### src/rtl/receive_pixel_pkg.sv
// Shared types and constants for the FPGA-to-NANO pixel link receiver.
package pixel_uart_pkg;

    localparam int unsigned PIXEL_W = 12;
    localparam int unsigned ADDR_W  = 17;

    localparam int unsigned PARITY_NONE = 0;
    localparam int unsigned PARITY_ODD  = 1;
    localparam int unsigned PARITY_EVEN = 2;

    typedef enum logic [2:0] {
        IDLE,
        START,
        DATA,
        PARITY,
        STOP
    } rx_state_t;

    typedef enum logic [0:0] {
        HI,
        LO
    } asm_phase_t;

endpackage

### src/rtl/receive_pixel_if.sv
// Pixel output stream of receive_pixel: pixel + frame address on a valid/ready handshake.
interface receive_pixel_if;
    import pixel_uart_pkg::*;

    logic [PIXEL_W-1:0] pixel;
    logic [ADDR_W-1:0]  pixel_addr;
    logic               valid_out;
    logic               ready_in;
    logic               frame_done;

    modport master (
        output pixel,
        output pixel_addr,
        output valid_out,
        output frame_done,
        input  ready_in
    );

    modport slave (
        input  pixel,
        input  pixel_addr,
        input  valid_out,
        input  frame_done,
        output ready_in
    );

endinterface

### src/rtl/receive_pixel_uart_rx.sv
// UART byte receiver: 2-FF synchroniser, mid-bit sampling FSM, parity and stop checks.
module uart_rx
    import pixel_uart_pkg::*;
#(
    parameter int unsigned CLKS_PER_BIT = 50000000 / 115200,
    parameter int unsigned BITS_N       = 8,
    parameter int unsigned PARITY_TYPE  = PARITY_NONE
) (
    input  logic       clk,
    input  logic       rst,
    input  logic       uart_in,
    output logic [7:0] byte_data,
    output logic       byte_valid,
    output logic       byte_err
);
    localparam int unsigned      CNT_W     = $clog2(CLKS_PER_BIT) + 1;
    localparam logic [CNT_W-1:0] HALF_LAST = CNT_W'(CLKS_PER_BIT / 2 - 1);
    localparam logic [CNT_W-1:0] BIT_LAST  = CNT_W'(CLKS_PER_BIT - 1);
    localparam logic [3:0]       DATA_LAST = 4'(BITS_N - 1);

    rx_state_t        state_q, state_d;
    logic [1:0]       sync_q;
    logic             line;
    logic             line_prev_q;
    logic [CNT_W-1:0] cnt_q, cnt_d;
    logic [3:0]       bit_q, bit_d;
    logic [7:0]       shift_q, shift_d;
    logic             par_ok_q, par_ok_d;
    logic             bit_tick;

    // Synchroniser resets low so a line already low after reset is not taken as a start edge.
    always_ff @(posedge clk or negedge rst) begin
        if (!rst) begin
            sync_q      <= '0;
            line_prev_q <= 1'b0;
        end else begin
            sync_q      <= {sync_q[0], uart_in};
            line_prev_q <= line;
        end
    end

    assign line = sync_q[1];

    always_ff @(posedge clk or negedge rst) begin
        if (!rst) begin
            state_q  <= IDLE;
            cnt_q    <= '0;
            bit_q    <= '0;
            shift_q  <= '0;
            par_ok_q <= 1'b1;
        end else begin
            state_q  <= state_d;
            cnt_q    <= cnt_d;
            bit_q    <= bit_d;
            shift_q  <= shift_d;
            par_ok_q <= par_ok_d;
        end
    end

    always_comb begin
        state_d    = state_q;
        cnt_d      = cnt_q + 1'b1;
        bit_d      = bit_q;
        shift_d    = shift_q;
        par_ok_d   = par_ok_q;
        byte_valid = 1'b0;
        byte_err   = 1'b0;
        bit_tick   = (cnt_q == BIT_LAST);

        case (state_q)
            IDLE: begin
                cnt_d    = '0;
                bit_d    = '0;
                par_ok_d = 1'b1;
                if (line_prev_q && !line)
                    state_d = START;
            end
            START: begin
                if (cnt_q == HALF_LAST) begin
                    cnt_d   = '0;
                    state_d = line ? IDLE : DATA;
                end
            end
            DATA: begin
                if (bit_tick) begin
                    cnt_d   = '0;
                    shift_d = {line, shift_q[7:1]};
                    bit_d   = bit_q + 4'd1;
                    if (bit_q == DATA_LAST)
                        state_d = (PARITY_TYPE != PARITY_NONE) ? PARITY : STOP;
                end
            end
            PARITY: begin
                if (bit_tick) begin
                    cnt_d    = '0;
                    par_ok_d = (PARITY_TYPE == PARITY_ODD) ? ((^shift_q) ^ line)
                                                           : !((^shift_q) ^ line);
                    state_d  = STOP;
                end
            end
            STOP: begin
                if (bit_tick) begin
                    cnt_d   = '0;
                    state_d = IDLE;
                    if (line && par_ok_q)
                        byte_valid = 1'b1;
                    else
                        byte_err = 1'b1;
                end
            end
            default: state_d = IDLE;
        endcase
    end

    assign byte_data = shift_q;

endmodule

### src/rtl/receive_pixel.sv
// Pixel link receiver: pairs UART bytes into RGB444 pixels with frame addresses.
// Optional inter-byte timeout in LO phase is built when RX_BYTE_TIMEOUT_EN is defined.
module receive_pixel
    import pixel_uart_pkg::*;
#(
    parameter int unsigned CLKS_PER_BIT = 50000000 / 115200,
    parameter int unsigned BITS_N       = 8,
    parameter int unsigned PARITY_TYPE  = PARITY_NONE,
    parameter int unsigned IMAGE_SIZE   = 100,
    parameter int unsigned TIMEOUT_CLKS = 20 * CLKS_PER_BIT
) (
    input  logic            clk,
    input  logic            rst,
    input  logic            uart_in,
    receive_pixel_if.master pix_if,
    output logic            rx_error
);
    localparam logic [ADDR_W-1:0] LAST_ADDR = ADDR_W'(IMAGE_SIZE - 1);

    logic [7:0]         byte_data;
    logic               byte_valid;
    logic               byte_err;
    asm_phase_t         phase_q, phase_d;
    logic [7:0]         hi_q;
    logic [PIXEL_W-1:0] pixel_q;
    logic [ADDR_W-1:0]  addr_q;
    logic [ADDR_W-1:0]  cnt_q, cnt_next;
    logic               valid_q;
    logic               handshake;
    logic               pix_done;
    logic               can_load;
    logic               timeout;

    uart_rx #(
        .CLKS_PER_BIT (CLKS_PER_BIT),
        .BITS_N       (BITS_N),
        .PARITY_TYPE  (PARITY_TYPE)
    ) u_rx (
        .clk        (clk),
        .rst        (rst),
        .uart_in    (uart_in),
        .byte_data  (byte_data),
        .byte_valid (byte_valid),
        .byte_err   (byte_err)
    );

    assign handshake = valid_q && pix_if.ready_in;
    assign pix_done  = byte_valid && (phase_q == LO);
    assign can_load  = !valid_q || handshake;
    assign cnt_next  = (cnt_q == LAST_ADDR) ? '0 : cnt_q + 1'b1;

`ifdef RX_BYTE_TIMEOUT_EN
    localparam int unsigned TO_W = $clog2(TIMEOUT_CLKS + 1);

    logic [TO_W-1:0] to_cnt_q;

    always_ff @(posedge clk or negedge rst) begin
        if (!rst)
            to_cnt_q <= '0;
        else if (phase_q != LO)
            to_cnt_q <= '0;
        else
            to_cnt_q <= to_cnt_q + 1'b1;
    end

    assign timeout = (phase_q == LO) && !byte_valid && !byte_err &&
                     (to_cnt_q == TO_W'(TIMEOUT_CLKS - 1));
`else
    logic unused_timeout_cfg;
    assign unused_timeout_cfg = ^TIMEOUT_CLKS;
    assign timeout            = 1'b0;
`endif

    always_ff @(posedge clk or negedge rst) begin
        if (!rst)
            phase_q <= HI;
        else
            phase_q <= phase_d;
    end

    // Any dropped byte or timeout realigns on the next byte as a high half.
    always_comb begin
        phase_d = phase_q;
        if (byte_err || timeout)
            phase_d = HI;
        else if (byte_valid)
            phase_d = (phase_q == HI) ? LO : HI;
    end

    always_ff @(posedge clk or negedge rst) begin
        if (!rst) begin
            hi_q     <= '0;
            pixel_q  <= '0;
            addr_q   <= '0;
            cnt_q    <= '0;
            valid_q  <= 1'b0;
            rx_error <= 1'b0;
        end else begin
            if (byte_valid && (phase_q == HI))
                hi_q <= byte_data;

            // A pixel loaded in the handshake cycle takes the already-advanced address.
            if (pix_done && can_load) begin
                pixel_q <= {hi_q, byte_data[3:0]};
                addr_q  <= handshake ? cnt_next : cnt_q;
                valid_q <= 1'b1;
            end else if (handshake) begin
                valid_q <= 1'b0;
            end

            if (handshake)
                cnt_q <= cnt_next;

            if (byte_err || timeout || (pix_done && !can_load))
                rx_error <= 1'b1;
        end
    end

    assign pix_if.pixel      = pixel_q;
    assign pix_if.pixel_addr = addr_q;
    assign pix_if.valid_out  = valid_q;
    assign pix_if.frame_done = handshake && (addr_q == LAST_ADDR);

endmodule

### src/flat_wrapper.sv
// flat-port wrapper written by rule: the top's interface ports become plain ports
module receive_pixel_flat import pixel_uart_pkg::*;
#(
    parameter int unsigned CLKS_PER_BIT = 50000000 / 115200,
    parameter int unsigned BITS_N       = 8,
    parameter int unsigned PARITY_TYPE  = PARITY_NONE,
    parameter int unsigned IMAGE_SIZE   = 100,
    parameter int unsigned TIMEOUT_CLKS = 20 * CLKS_PER_BIT
)
  (clk, rst, uart_in, rx_error, pix_if_pixel, pix_if_pixel_addr, pix_if_valid_out, pix_if_frame_done, pix_if_ready_in);
  receive_pixel_if pix_if_i ();
  input  logic clk;
  input  logic rst;
  input  logic uart_in;
  output logic rx_error;
  output wire logic [$bits(pix_if_i.pixel)-1:0] pix_if_pixel;
  output wire logic [$bits(pix_if_i.pixel_addr)-1:0] pix_if_pixel_addr;
  output wire logic [$bits(pix_if_i.valid_out)-1:0] pix_if_valid_out;
  output wire logic [$bits(pix_if_i.frame_done)-1:0] pix_if_frame_done;
  input wire logic [$bits(pix_if_i.ready_in)-1:0] pix_if_ready_in;
  assign pix_if_pixel = pix_if_i.pixel;
  assign pix_if_pixel_addr = pix_if_i.pixel_addr;
  assign pix_if_valid_out = pix_if_i.valid_out;
  assign pix_if_frame_done = pix_if_i.frame_done;
  assign pix_if_i.ready_in = pix_if_ready_in;
  receive_pixel #(.CLKS_PER_BIT(CLKS_PER_BIT), .BITS_N(BITS_N), .PARITY_TYPE(PARITY_TYPE), .IMAGE_SIZE(IMAGE_SIZE), .TIMEOUT_CLKS(TIMEOUT_CLKS)) u_core (.clk(clk), .rst(rst), .uart_in(uart_in), .pix_if(pix_if_i), .rx_error(rx_error));
endmodule
### config.mk
export PLATFORM = sky130hd
export DESIGN_NAME = receive_pixel_flat
export DESIGN_NICKNAME = d
export VERILOG_FILES = /design/src/rtl/receive_pixel_pkg.sv /design/src/rtl/receive_pixel_if.sv /design/src/rtl/receive_pixel_uart_rx.sv /design/src/rtl/receive_pixel.sv /design/src/flat_wrapper.sv
export SDC_FILE = /design/constraint.sdc
export NUM_CORES = 1
export LEC_CHECK = 0
export CAP_MARGIN = 5
export CORE_UTILIZATION = 35
export DETAILED_ROUTE_END_ITERATION = 12
export DONT_BUFFER_PORTS = 1
export PLACE_DENSITY = 0.51
export SLEW_MARGIN = 20
export SYNTH_ARGS = -nofsm -noshare
export SYNTH_HDL_FRONTEND = slang
export SYNTH_SLANG_ARGS = --single-unit
export TNS_END_PERCENT = 50
### constraint.sdc
create_clock -name clk -period 2.8 [get_ports clk]
set_input_delay 0.28 -clock clk [delete_from_list [all_inputs] [get_ports clk]]
set_output_delay 0.28 -clock clk [all_outputs]
set_load 0.005 [all_outputs]
==> impl_results.md, run 1 <==
* PD cells at 573.2 nW/um^2
* Hold path start: pix_if_ready_in
* TritonCTS Buffers at 9
* Largest net degree at the start of global routing at 87
* Antenna cells at 0
* Final setup vio count at 0
* Fmax at 0.4434 GHz
* CTS Root Cell: clkbuf_8
* Hold Path Sink: u_core.pix_if.valid_out
* Die Ht at 106.6 um
* EDFF count, synth at 0
* Minimum clock period at 2256 ps
* Final HPWL DP at 4.881 mm
* Rows at 37
* CTS tree: built
* Mapped Area at 3829 sq um
* Reg2reg path depth at 7
* Core ar. at 10460 sq um
* Share of the synthesized area in the top cell type at 55.56%
* Max-Cap Viols at 0
* DRT iter0 DRCs at 122
* Via count at 2384
* Post-Synthesis Cells at 335
* Critical Path Start Type: flip-flop
* RR Endpoint: u_core.u_rx.bit_q[3]
* Width of the die at 106.6 um
* Reg clk slew, reported paths at 90 ps
* Post-synthesis sequential area ratio at 56.24%
* Top cells by area, synth: dfrtp_1 (56%), mux2_2 (8.5%), nand2_1 (6.9%)
* Final Slew Violations at 0
* Main synth FF type: dfrtp_1
* Final instance area at 4214 sq um
* Slew @ Worst Pin at 669.6 ps
* Initial antenna violation count at 0
* Leak at 2.014 nW
* Gr ovfl total at 0
* Via-to-Cell Ratio at 4.936
* RSZ-0062 raised after global routing: false
* Buffers inserted by post-CTS timing repair at 0
* TNS Setup at 0 ps
* Vias in the first global route at 2444
* Worst Setup End Kind: flip-flop
* Total Routed Length at 7.151 mm
* Final hold violations at 0
* Synth warnings at 0
* Period Utilization, post-route at 80.56%
* Ports at 36
* Slew margin rel. at 55.36%
* Synth cell types at 47
* Net count after synthesis at 344
* DR WL/cell at 14.81 um
* Total iterations of the first detailed-routing run at 4
* CTS sink count at 86
* Share of cells above drive strength 1 at 17.00%
* Fin Clk Skew at 9.800 ps
* Fin nets at 351
* Hold Path Stages at 2
* Detail Route Antenna Nets at 0
* Total track usage at 14.18%
* Port buffer count at 0
* Syn avg cell area at 11.43 sq um
* Die area at 11360 sq um
* Area growth syn-to-layout at 10.07%
* Arrival time at the worst endpoint at 2540 ps
* Max IR drop VDD at 249.2 uV
* First-pass GRT wire length at 12.55 mm
* R2r setup slk at 540 ps
* DR DRC count at 0
* Crit Path Max Fanout at 14
* Longest Clk Path Bufs at 2
* CP Data Required Time at 3080 ps
* Filler cell count at 1045
* Starting density of the core at 36.59%
* Post-synth ARST share at 100.0%
* HP Class: input port to flip-flop
* Number of synthesized register bits at 86
* H-tree depth at 3
* Cell taking the most area after synthesis: dfrtp_1
* Crit Path Category: flip-flop to flip-flop
* Status: finished clean
* Placed inst area at 3960 sq um
* RD Place Congestion at 0.7643
* Later-pin clock latency in the skew report at 350 ps
* Worst reg2reg startpoint: u_core.u_rx.cnt_q[1]
[layer usage]
layer / wire, um / vias to the layer above / GRT usage (%)
li1: - / 1161 / -
met1: 3513 / 1182 / 19.87
met2: 3285 / 32 / 21.24
met3: 264 / 9 / 4.134
met4: 88 / 0 / 4.110
met5: 0 / - / 0
[cell type report]
type / instances / area [sq um] / area share [%]
Inverter: 4 / 15.01 / 0.3563
Timing Repair Buffer: 5 / 62.56 / 1.485
Clock inverter: 6 / 68.82 / 1.633
Tap cell: 136 / 170.2 / 4.038
Clock buffer: 10 / 137.6 / 3.266
Multi-Input combinational cell: 236 / 1607 / 38.12
Sequential cell: 86 / 2153 / 51.10
[cell usage after synthesis (all sizes together), types with 2 or more instances]
library cell  count
dfrtp            85
nand2            70
mux2             29
nor2             21
xnor2            21
nand3            11
nand4             9
nor4              7
xor2              7
buf               6
and3              5
ha                5
nor3              5
o21ai             5
a21oi             4
inv               4
nor3b             4
and2              3
clkbuf            3
o21bai            3
or3               3
a211o             2
a21o              2
and4              2
nor2b             2
nor4bb            2
[how the worst max path moves through the flow]
stage / end / cells past startpoint / start
floorplan: u_core.pix_if.pixel_addr[13] / 7 / u_core.u_rx.cnt_q[1]
global placement: u_core.pix_if.pixel_addr[8] / 5 / u_core.u_rx.state_q[2]
detailed placement: u_core.u_rx.bit_q[3] / 7 / u_core.u_rx.cnt_q[1]
CTS: u_core.u_rx.bit_q[3] / 7 / u_core.u_rx.cnt_q[1]
global route: u_core.u_rx.bit_q[3] / 7 / u_core.u_rx.cnt_q[1]
finish: u_core.u_rx.bit_q[3] / 7 / u_core.u_rx.cnt_q[1]
[sequential cells by signal, summed over array words and instances (netlist names), 2 cells and up]
register,flops
u_core.cnt_q,17
u_core.pix_if.pixel_addr,17
u_core.pix_if.pixel,12
u_core.u_rx.cnt_q,10
u_core.hi_q,8
u_core.u_rx.byte_data,8
u_core.u_rx.bit_q,4
u_core.u_rx.state_q,3
u_core.u_rx.sync_q,2
[where the power goes]
group	switching, mW	total, mW	internal, mW	leakage [nW]
clock network	0.457	0.901	0.443	0.103
registers	0.0545	1.34	1.28	1.18
logic	0.0951	0.177	0.0817	0.733
[worst max-delay path: stages, from the launching register on]
cell and delay (ps):
dfrtp_1 400, inv_1 100, ha_1 140, and4bb_2 270
and3_1 340, nand2_1 350, or3_1 440, a21boi_1 140
[stage by stage]
stage	util, %	total power [mW]	worst slack (ps)	cells	hold slack [ps]
after detailed placement	37.85	1.509	540.4	464	-10.84
after floorplan	-	1.474	823.8	335	-15.59
after global placement	37.85	1.507	611.4	464	-11.25
final	40.28	2.415	544.4	483	199.4
after CTS	40.28	2.457	515.7	483	181.4
after global routing	40.28	2.538	338.2	483	198.0
[cells in the final DEF, fill, tap and decap left out, types with 3 or more instances in the layout]
cell type | netlist | final
inv_1 | 4 | 4
and2_1 | 3 | 3
o21ai_0 | 5 | 5
xnor2_1 | 21 | 21
nor3_1 | 3 | 3
dfrtp_1 | 85 | 85
or3_1 | 3 | 3
ha_1 | 5 | 5
o21bai_1 | 3 | 3
a21oi_1 | 4 | 4
nand2_1 | 70 | 70
nor2_1 | 21 | 21
mux2_2 | 29 | 29
nor3b_1 | 3 | 3
xor2_1 | 7 | 7
nand4_1 | 7 | 7
clkbuf_8 | 0 | 10
nor4_1 | 5 | 5
and3_1 | 5 | 5
nand3_1 | 11 | 11
[cell families (layout without fill, tap and decap cells)]
| logic type | after synthesis | count (layout) | synth area share [%] |
|---|---|---|---|
| muxes | 29 | 29 | 8.529 |
| DFF | 86 | 86 | 56.24 |
| xor gates and xnor gates | 29 | 29 | 6.994 |
| buffers and inverters | 13 | 25 | 1.797 |
| and+or+nand+nor | 151 | 151 | 20.92 |
| AOI/OAI and AO/OA | 22 | 22 | 3.889 |
| adders and majority gates | 5 | 5 | 1.634 |
[repair_timing]
| item | CTS | global route |
|---|---|---|
| gates resized for setup | 0 | 0 |
| hold buffers | 3 | 0 |
| endpoints found under the hold margin | 87 | 0 |
Note: power is estimated with default switching activity, not from simulation.
==> inputs of run 2 (changes only) <==
--- a/config.mk
+++ b/config.mk
@@ -9,7 +9,7 @@
 export CORE_UTILIZATION = 35
 export DETAILED_ROUTE_END_ITERATION = 12
 export DONT_BUFFER_PORTS = 1
-export PLACE_DENSITY = 0.51
+export PLACE_DENSITY = 0.53
 export SLEW_MARGIN = 20
 export SYNTH_ARGS = -nofsm -noshare
 export SYNTH_HDL_FRONTEND = slang
==> constraint.sdc (replaced) <==
create_clock -name clk -period 2 [get_ports clk]
set_input_delay 0.2 -clock clk [delete_from_list [all_inputs] [get_ports clk]]
set_output_delay 0.2 -clock clk [all_outputs]
set_load 0.005 [all_outputs]
==> run 2 against run 1 <==
- sequential cell count unchanged
- clock-buffer cell count up 2
- via count rose by 3.2%
- routed wire length increased by 1.4%
- design area increased by 3.7%
- first-iteration DRC count is 37% lower
- total power rose by 40%
- combinational power grew 37%
- register-to-register slack lost 480 ps
- sequential power increased by 40%
- the flow now finishes with violations (negative hold slack)
==> impl_results.md, run 2 (synthesized netlist as in run 1, its figures left out) <==
* Fin nets at 362 (was 351)
* Width of the die at 106.6 um (unchanged)
* Hold Buf Count CTS at 1 (was 3)
* PD cells at 772.3 nW/um^2 (was 573.2 nW/um^2)
* Final HPWL DP at 5.032 mm (was 4.881 mm)
* Final hold violations at 86 (was 0)
* RSZ-0062 raised after global routing: true (was false)
* Die area at 11360 sq um (unchanged)
* R2r setup slk at 70 ps (was 540 ps)
* CTS tree: built (unchanged)
* Reg clk slew, reported paths at 80 ps (was 90 ps)
* Worst Setup End Kind: flip-flop (unchanged)
* Fin Clk Skew at 9.014 ps (was 9.800 ps)
* Worst reg2reg startpoint: u_core.u_rx.cnt_q[1] (unchanged)
* DR WL/cell at 14.68 um (was 14.81 um)
* CTS sink count at 86 (unchanged)
* TritonCTS Buffers at 9 (unchanged)
* Pwr Total at 3.373 mW (was 2.415 mW)
* Final core utilization at 41.75% (was 40.28%)
* Total iterations of the first detailed-routing run at 4 (unchanged)
* Critical Path Start Type: flip-flop (unchanged)
* RR Endpoint: u_core.pix_if.pixel_addr[15] (was u_core.u_rx.bit_q[3])
* Filler cell count at 1028 (was 1045)
* CP Data Required Time at 2230 ps (was 3080 ps)
* Max-Cap Viols at 0 (unchanged)
* Reg2reg path depth at 7 (unchanged)
* Final setup vio count at 0 (unchanged)
* Gr ovfl total at 0 (unchanged)
* Antenna cells at 0 (unchanged)
* Starting density of the core at 36.59% (unchanged)
* Final WS setup at 68.30 ps (was 544.4 ps)
* DRT iter0 DRCs at 77 (was 122)
* H-tree depth at 3 (unchanged)
* Via count at 2460 (was 2384)
* Detail Route Antenna Nets at 0 (unchanged)
* Initial antenna violation count at 0 (unchanged)
* Longest Clk Path Bufs at 2 (unchanged)
* DR DRC count at 0 (unchanged)
* Max IR drop VDD at 343.7 uV (was 249.2 uV)
* CTS Root Cell: clkbuf_8 (unchanged)
* Port buffer count at 0 (unchanged)
* Die Ht at 106.6 um (unchanged)
* Via-to-Cell Ratio at 4.980 (was 4.936)
* Final Slew Violations at 0 (unchanged)
* Minimum clock period at 1932 ps (was 2256 ps)
* Final Hold Slack at -450.2 ps (was 199.4 ps)
* HP Class: input port to asynchronous set/reset pin (was input port to flip-flop)
* Period Utilization, post-route at 96.58% (was 80.56%)
* Crit Path Category: flip-flop to flip-flop (unchanged)
* Share of cells above drive strength 1 at 20.95% (was 17.00%)
* Status: finished, violations left (was finished clean)
* TNS Setup at 0 ps (unchanged)
* Failing checks: negative hold slack
* RD Place Congestion at 0.7733 (was 0.7643)
* Total track usage at 13.86% (was 14.18%)
* Vias in the first global route at 2428 (was 2444)
* Arrival time at the worst endpoint at 2160 ps (was 2540 ps)
* Slew @ Worst Pin at 409.1 ps (was 669.6 ps)
* Rows at 37 (unchanged)
* Later-pin clock latency in the skew report at 350 ps (about the same)
* Total Routed Length at 7.254 mm (was 7.151 mm)
* Core ar. at 10460 sq um (unchanged)
* Ports at 36 (unchanged)
* Commonest cells after routing, fill and taps aside: dfrtp_1 (84), nand2_1 (69), mux2_2 (22), nor2_1 (21), xnor2_1 (21) (was dfrtp_1 (85), nand2_1 (70), mux2_2 (29), nor2_1 (21), xnor2_1 (21))
* Pre-CTS WS at 51.36 ps (was 540.4 ps)
* Leak at 2.103 nW (was 2.014 nW)
* Crit Path Max Fanout at 8 (was 14)
* Largest net degree at the start of global routing at 87 (unchanged)
* Slew margin rel. at 72.67% (was 55.36%)
* Most common cell after layout, fill and taps aside: dfrtp_1 (unchanged)
* Fmax at 0.5177 GHz (was 0.4434 GHz)
* Area growth syn-to-layout at 14.08% (was 10.07%)
* First-pass GRT wire length at 12.21 mm (was 12.55 mm)
==> run 2: cell types whose count changed in the layout (fill, tap and decap cells not counted), moves of 2 or more <==
cell    previous run  this run
buf_4              2        11
inv_6              2         0
buf_6              0         3
mux2_4             0         7
mux2_2            29        22
nor4_4             0         2
==> run 2: timing repair <==
item | in CTS | in global routing
endpoints found under the hold margin | 87 | 86
gates resized for setup | 0 | 18
buffers inserted | 0 | 1
endpoints found under the setup margin | 0 | 31
==> run 2: worst max path at each step <==
stage | endpoint | slack [ps] | start | cells after the start
2_1_floorplan | u_core.pix_if.pixel_addr[13] | 20 | u_core.u_rx.cnt_q[1] | 7
3_3_place_gp | u_core.u_rx.cnt_q[7] | 70 | u_core.u_rx.cnt_q[0] | 7
3_5_place_dp | u_core.u_rx.cnt_q[4] | 50 | u_core.u_rx.cnt_q[0] | 7
4_1_cts | u_core.u_rx.cnt_q[9] | 20 | u_core.u_rx.cnt_q[0] | 7
5_1_grt | u_core.pix_if.pixel_addr[15] | -20 | u_core.u_rx.cnt_q[1] | 7
6_report | u_core.pix_if.pixel_addr[15] | 70 | u_core.u_rx.cnt_q[1] | 7
==> run 2: critical path: stages (launching register included) <==
cell,delay [ps]
dfrtp_1,410
inv_2,90
ha_4,120
and4bb_2,260
nand4_4,180
nor3_4,240
buf_6,200
mux2_4,310
==> run 2: per-layer routing <==
metal	routed length [um]	up-vias	GRT usage, %
li1	-	1186	-
met1	3434	1215	18.95
met2	3434	50	21.11
met3	307	9	4.195
met4	77	0	4.305
met5	0	-	0
==> run 2: cell type report <==
class | instances | area (sq um) | area share, %
sequential | 86 | 2155 | 49.33
inverter | 4 | 15.01 | 0.3437
clock inverter | 4 | 55.05 | 1.260
clock buffer | 12 | 155.1 | 3.552
multi-input combinational | 236 | 1672 | 38.27
tap | 136 | 170.2 | 3.896
timing repair buffer | 16 | 146.4 | 3.351
==> run 2: through the flow <==
stage / hold WS (ps) / std cells / instance area [sq um]
after detailed placement: -89.36 / 476 / 4063
after CTS: -481.2 / 493 / 4283
final: -450.2 / 494 / 4368
after floorplan: -95.59 / 335 / 3829
after global placement: -89.97 / 476 / 4063
after global routing: -484.7 / 494 / 4368
==> run 2: where the power goes <==
| group | internal, mW | switching (mW) | leakage [nW] | total, mW |
|---|---|---|---|---|
| Combinational | 0.129 | 0.113 | 0.824 | 0.242 |
| Clock | 0.651 | 0.604 | 0.103 | 1.25 |
| Sequential | 1.80 | 0.0770 | 1.18 | 1.88 |
==> inputs of run 3 (changes only) <==
--- a/config.mk
+++ b/config.mk
@@ -9,7 +9,7 @@
 export CORE_UTILIZATION = 35
 export DETAILED_ROUTE_END_ITERATION = 12
 export DONT_BUFFER_PORTS = 1
-export PLACE_DENSITY = 0.53
+export PLACE_DENSITY = 0.56
 export SLEW_MARGIN = 20
 export SYNTH_ARGS = -nofsm -noshare
 export SYNTH_HDL_FRONTEND = slang
==> run 3 against run 2 <==
- the flow still finishes with violations (negative hold slack)
- worst setup slack better by 5.6 ps
- highest routed layer unchanged
- register-to-register slack about the same
- sequential power about the same
- total power rose by 4.7%
- sequential cell count unchanged
- clock power up 13%
==> impl_results.md, run 3 (synthesized netlist as in run 1, its figures left out) <==
* Total track usage at 14.15% (was 13.86%)
* Placed inst area at 4068 sq um (was 4063 sq um)
* Crit path largest cell delay at 410 ps (about the same)
* Met2 wire len at 3.452 mm (was 3.434 mm)
* Reg2reg path depth at 7 (unchanged)
* Filler cell count at 1017 (was 1028)
* TritonCTS Buffers at 9 (unchanged)
* Fin nets at 362 (unchanged)
* TNS Setup at 0 ps (unchanged)
* Most common cell after layout, fill and taps aside: dfrtp_1 (unchanged)
* Max IR drop VDD at 373.1 uV (was 343.7 uV)
* Commonest cells after routing, fill and taps aside: dfrtp_1 (85), nand2_1 (69), mux2_2 (28), nor2_1 (21), xnor2_1 (21) (was dfrtp_1 (84), nand2_1 (69), mux2_2 (22), nor2_1 (21), xnor2_1 (21))
* RR Endpoint: u_core.pix_if.pixel_addr[14] (was u_core.pix_if.pixel_addr[15])
* Die Ht at 106.6 um (unchanged)
* CTS sink count at 86 (unchanged)
* Worst Setup End Kind: flip-flop (unchanged)
* Via count at 2448 (was 2460)
* Longest Clk Path Bufs at 2 (unchanged)
* Fmax at 0.5192 GHz (was 0.5177 GHz)
* Crit Path Max Fanout at 7 (was 8)
* Max-Cap Viols at 0 (unchanged)
* Antenna cells at 0 (unchanged)
* Die area at 11360 sq um (unchanged)
* PD cells at 806.4 nW/um^2 (was 772.3 nW/um^2)
* CP Cell Sequence: inv_2, ha_1, and4bb_2, nand4_4, nor3_4, buf_6, mux2_2 (was inv_2, ha_4, and4bb_2, nand4_4, nor3_4, buf_6, mux2_4)
* Top Layer Used: met4 (unchanged)
* Final instance area at 4378 sq um (was 4368 sq um)
* Gr ovfl total at 0 (unchanged)
* Failing checks: negative hold slack (unchanged)
* Fin cells at 494 (unchanged)
* Starting density of the core at 36.59% (unchanged)
* Arrival time at the worst endpoint at 2150 ps (was 2160 ps)
* Vias in the first global route at 2586 (was 2428)
* Final core utilization at 41.84% (was 41.75%)
* Later-pin clock latency in the skew report at 350 ps (about the same)
* Total Routed Length at 7.259 mm (was 7.254 mm)
* Met1 wire length at 3.398 mm (was 3.434 mm)
* CTS Root Cell: clkbuf_8 (unchanged)
* Pre-CTS WS at 72.74 ps (was 51.36 ps)
* Status: finished, violations left (unchanged)
* Crit Path Category: flip-flop to flip-flop (unchanged)
* Width of the die at 106.6 um (unchanged)
* RD Place Congestion at 0.7950 (was 0.7733)
* CP Buf/Inv Count at 2 (unchanged)
* HP Class: input port to asynchronous set/reset pin (unchanged)
* RSZ-0062 raised after global routing: true (unchanged)
* Fin Clk Skew at 13.08 ps (was 9.014 ps)
* DRT iter0 DRCs at 88 (was 77)
* Worst path top cell family by delay: simple AND/OR/NAND/NOR gates (unchanged)
* Final Slew Violations at 0 (unchanged)
* Area growth syn-to-layout at 14.35% (was 14.08%)
* Final WS setup at 73.94 ps (was 68.30 ps)
* Reg clk slew, reported paths at 100 ps (was 80 ps)
* Minimum clock period at 1926 ps (was 1932 ps)
* Final HPWL DP at 5.029 mm (was 5.032 mm)
* Ports at 36 (unchanged)
* Share of cells above drive strength 1 at 21.23% (was 20.95%)
* Met3 wire length at 367 um (was 307 um)
* Rows at 37 (unchanged)
* Critical Path Slowest Stage Cell: dfrtp_1 (unchanged)
* Port buffer count at 0 (unchanged)
* First-pass GRT wire length at 12.68 mm (was 12.21 mm)
* Initial antenna violation count at 0 (unchanged)
* R2r setup slk at 70 ps (about the same)
* Critical Path Start Type: flip-flop (unchanged)
* Final hold violations at 86 (unchanged)
* Final setup vio count at 0 (unchanged)
* DR DRC count at 0 (unchanged)
* Final Hold Slack at -454.8 ps (was -450.2 ps)
* Detail Route Antenna Nets at 0 (unchanged)
* DR WL/cell at 14.69 um (was 14.68 um)
* Core ar. at 10460 sq um (unchanged)
* Period Utilization, post-route at 96.30% (was 96.58%)
* CTS tree: built (unchanged)
* Leak at 2.123 nW (was 2.103 nW)
* Largest net degree at the start of global routing at 87 (unchanged)
* Via-to-Cell Ratio at 4.955 (was 4.980)
* Hold Buf Count CTS at 1 (unchanged)
* Total iterations of the first detailed-routing run at 4 (unchanged)
* H-tree depth at 3 (unchanged)
* Placed cells at 475 (was 476)
* Slew margin rel. at 73.66% (was 72.67%)
* Worst reg2reg startpoint: u_core.u_rx.cnt_q[1] (unchanged)
* Slew @ Worst Pin at 394.3 ps (was 409.1 ps)
* CP Data Required Time at 2230 ps (about the same)
[run 3: cell types whose count changed in the layout (fill, tap and decap cells not counted), sizes merged]
cell / delta
clkinvlp: -1
clkbuf: -3
bufinv: +1
inv: +5
clkinv: -2
[run 3: cell type report]
| class | count | area (sq um) | share of cell area, % |
|---|---|---|---|
| inverters | 4 | 15.01 | 0.3430 |
| clock buffers | 9 | 123.9 | 2.829 |
| well taps | 136 | 170.2 | 3.887 |
| repair buffers | 16 | 158.9 | 3.630 |
| multi-input cells | 236 | 1648 | 37.64 |
| flip-flops and latches | 86 | 2153 | 49.19 |
| clock inverters | 7 | 108.9 | 2.486 |
[run 3: what timing repair did]
item	4_1_cts	5_1_grt
endpoints found under the setup margin	0	39
resized for setup	0	11
buffers inserted	0	2
endpoints found under the hold margin	87	86
[run 3: where the power goes]
group	switching, mW	internal (mW)
registers	0.0754	1.80
logic	0.112	0.138
clock network	0.673	0.735
[run 3: worst max path at each step]
| stage | slack (ps) | depth (start not counted) | from | end |
|---|---|---|---|---|
| 5_1_grt | -20 | 7 | u_core.u_rx.cnt_q[1] | u_core.pix_if.pixel_addr[14] |
| 4_1_cts | 8 | 2 | u_core.pix_if.pixel_addr[3] | pix_if_frame_done |
| 6_report | 70 | 7 | u_core.u_rx.cnt_q[1] | u_core.pix_if.pixel_addr[14] |
| 3_3_place_gp | 120 | 5 | u_core.cnt_q[4] | u_core.pix_if.pixel_addr[15] |
| 2_1_floorplan | 20 | 7 | u_core.u_rx.cnt_q[1] | u_core.pix_if.pixel_addr[13] |
| 3_5_place_dp | 70 | 7 | u_core.u_rx.cnt_q[1] | u_core.pix_if.pixel_addr[5] |
[run 3: through the flow]
step | power, mW | hold WS [ps]
2_1_floorplan | 2.063 | -95.59
3_3_place_gp | 2.113 | -89.10
3_5_place_dp | 2.119 | -89.16
4_1_cts | 3.552 | -488.2
5_1_grt | 3.695 | -506.9
6_report | 3.530 | -454.8
[run 3: per-layer routing]
metal	vias to the layer above	GRT usage (%)
met5	-	0
met3	2	5.228
li1	1186	-
met1	1224	18.81
met4	0	3.229
met2	36	21.98
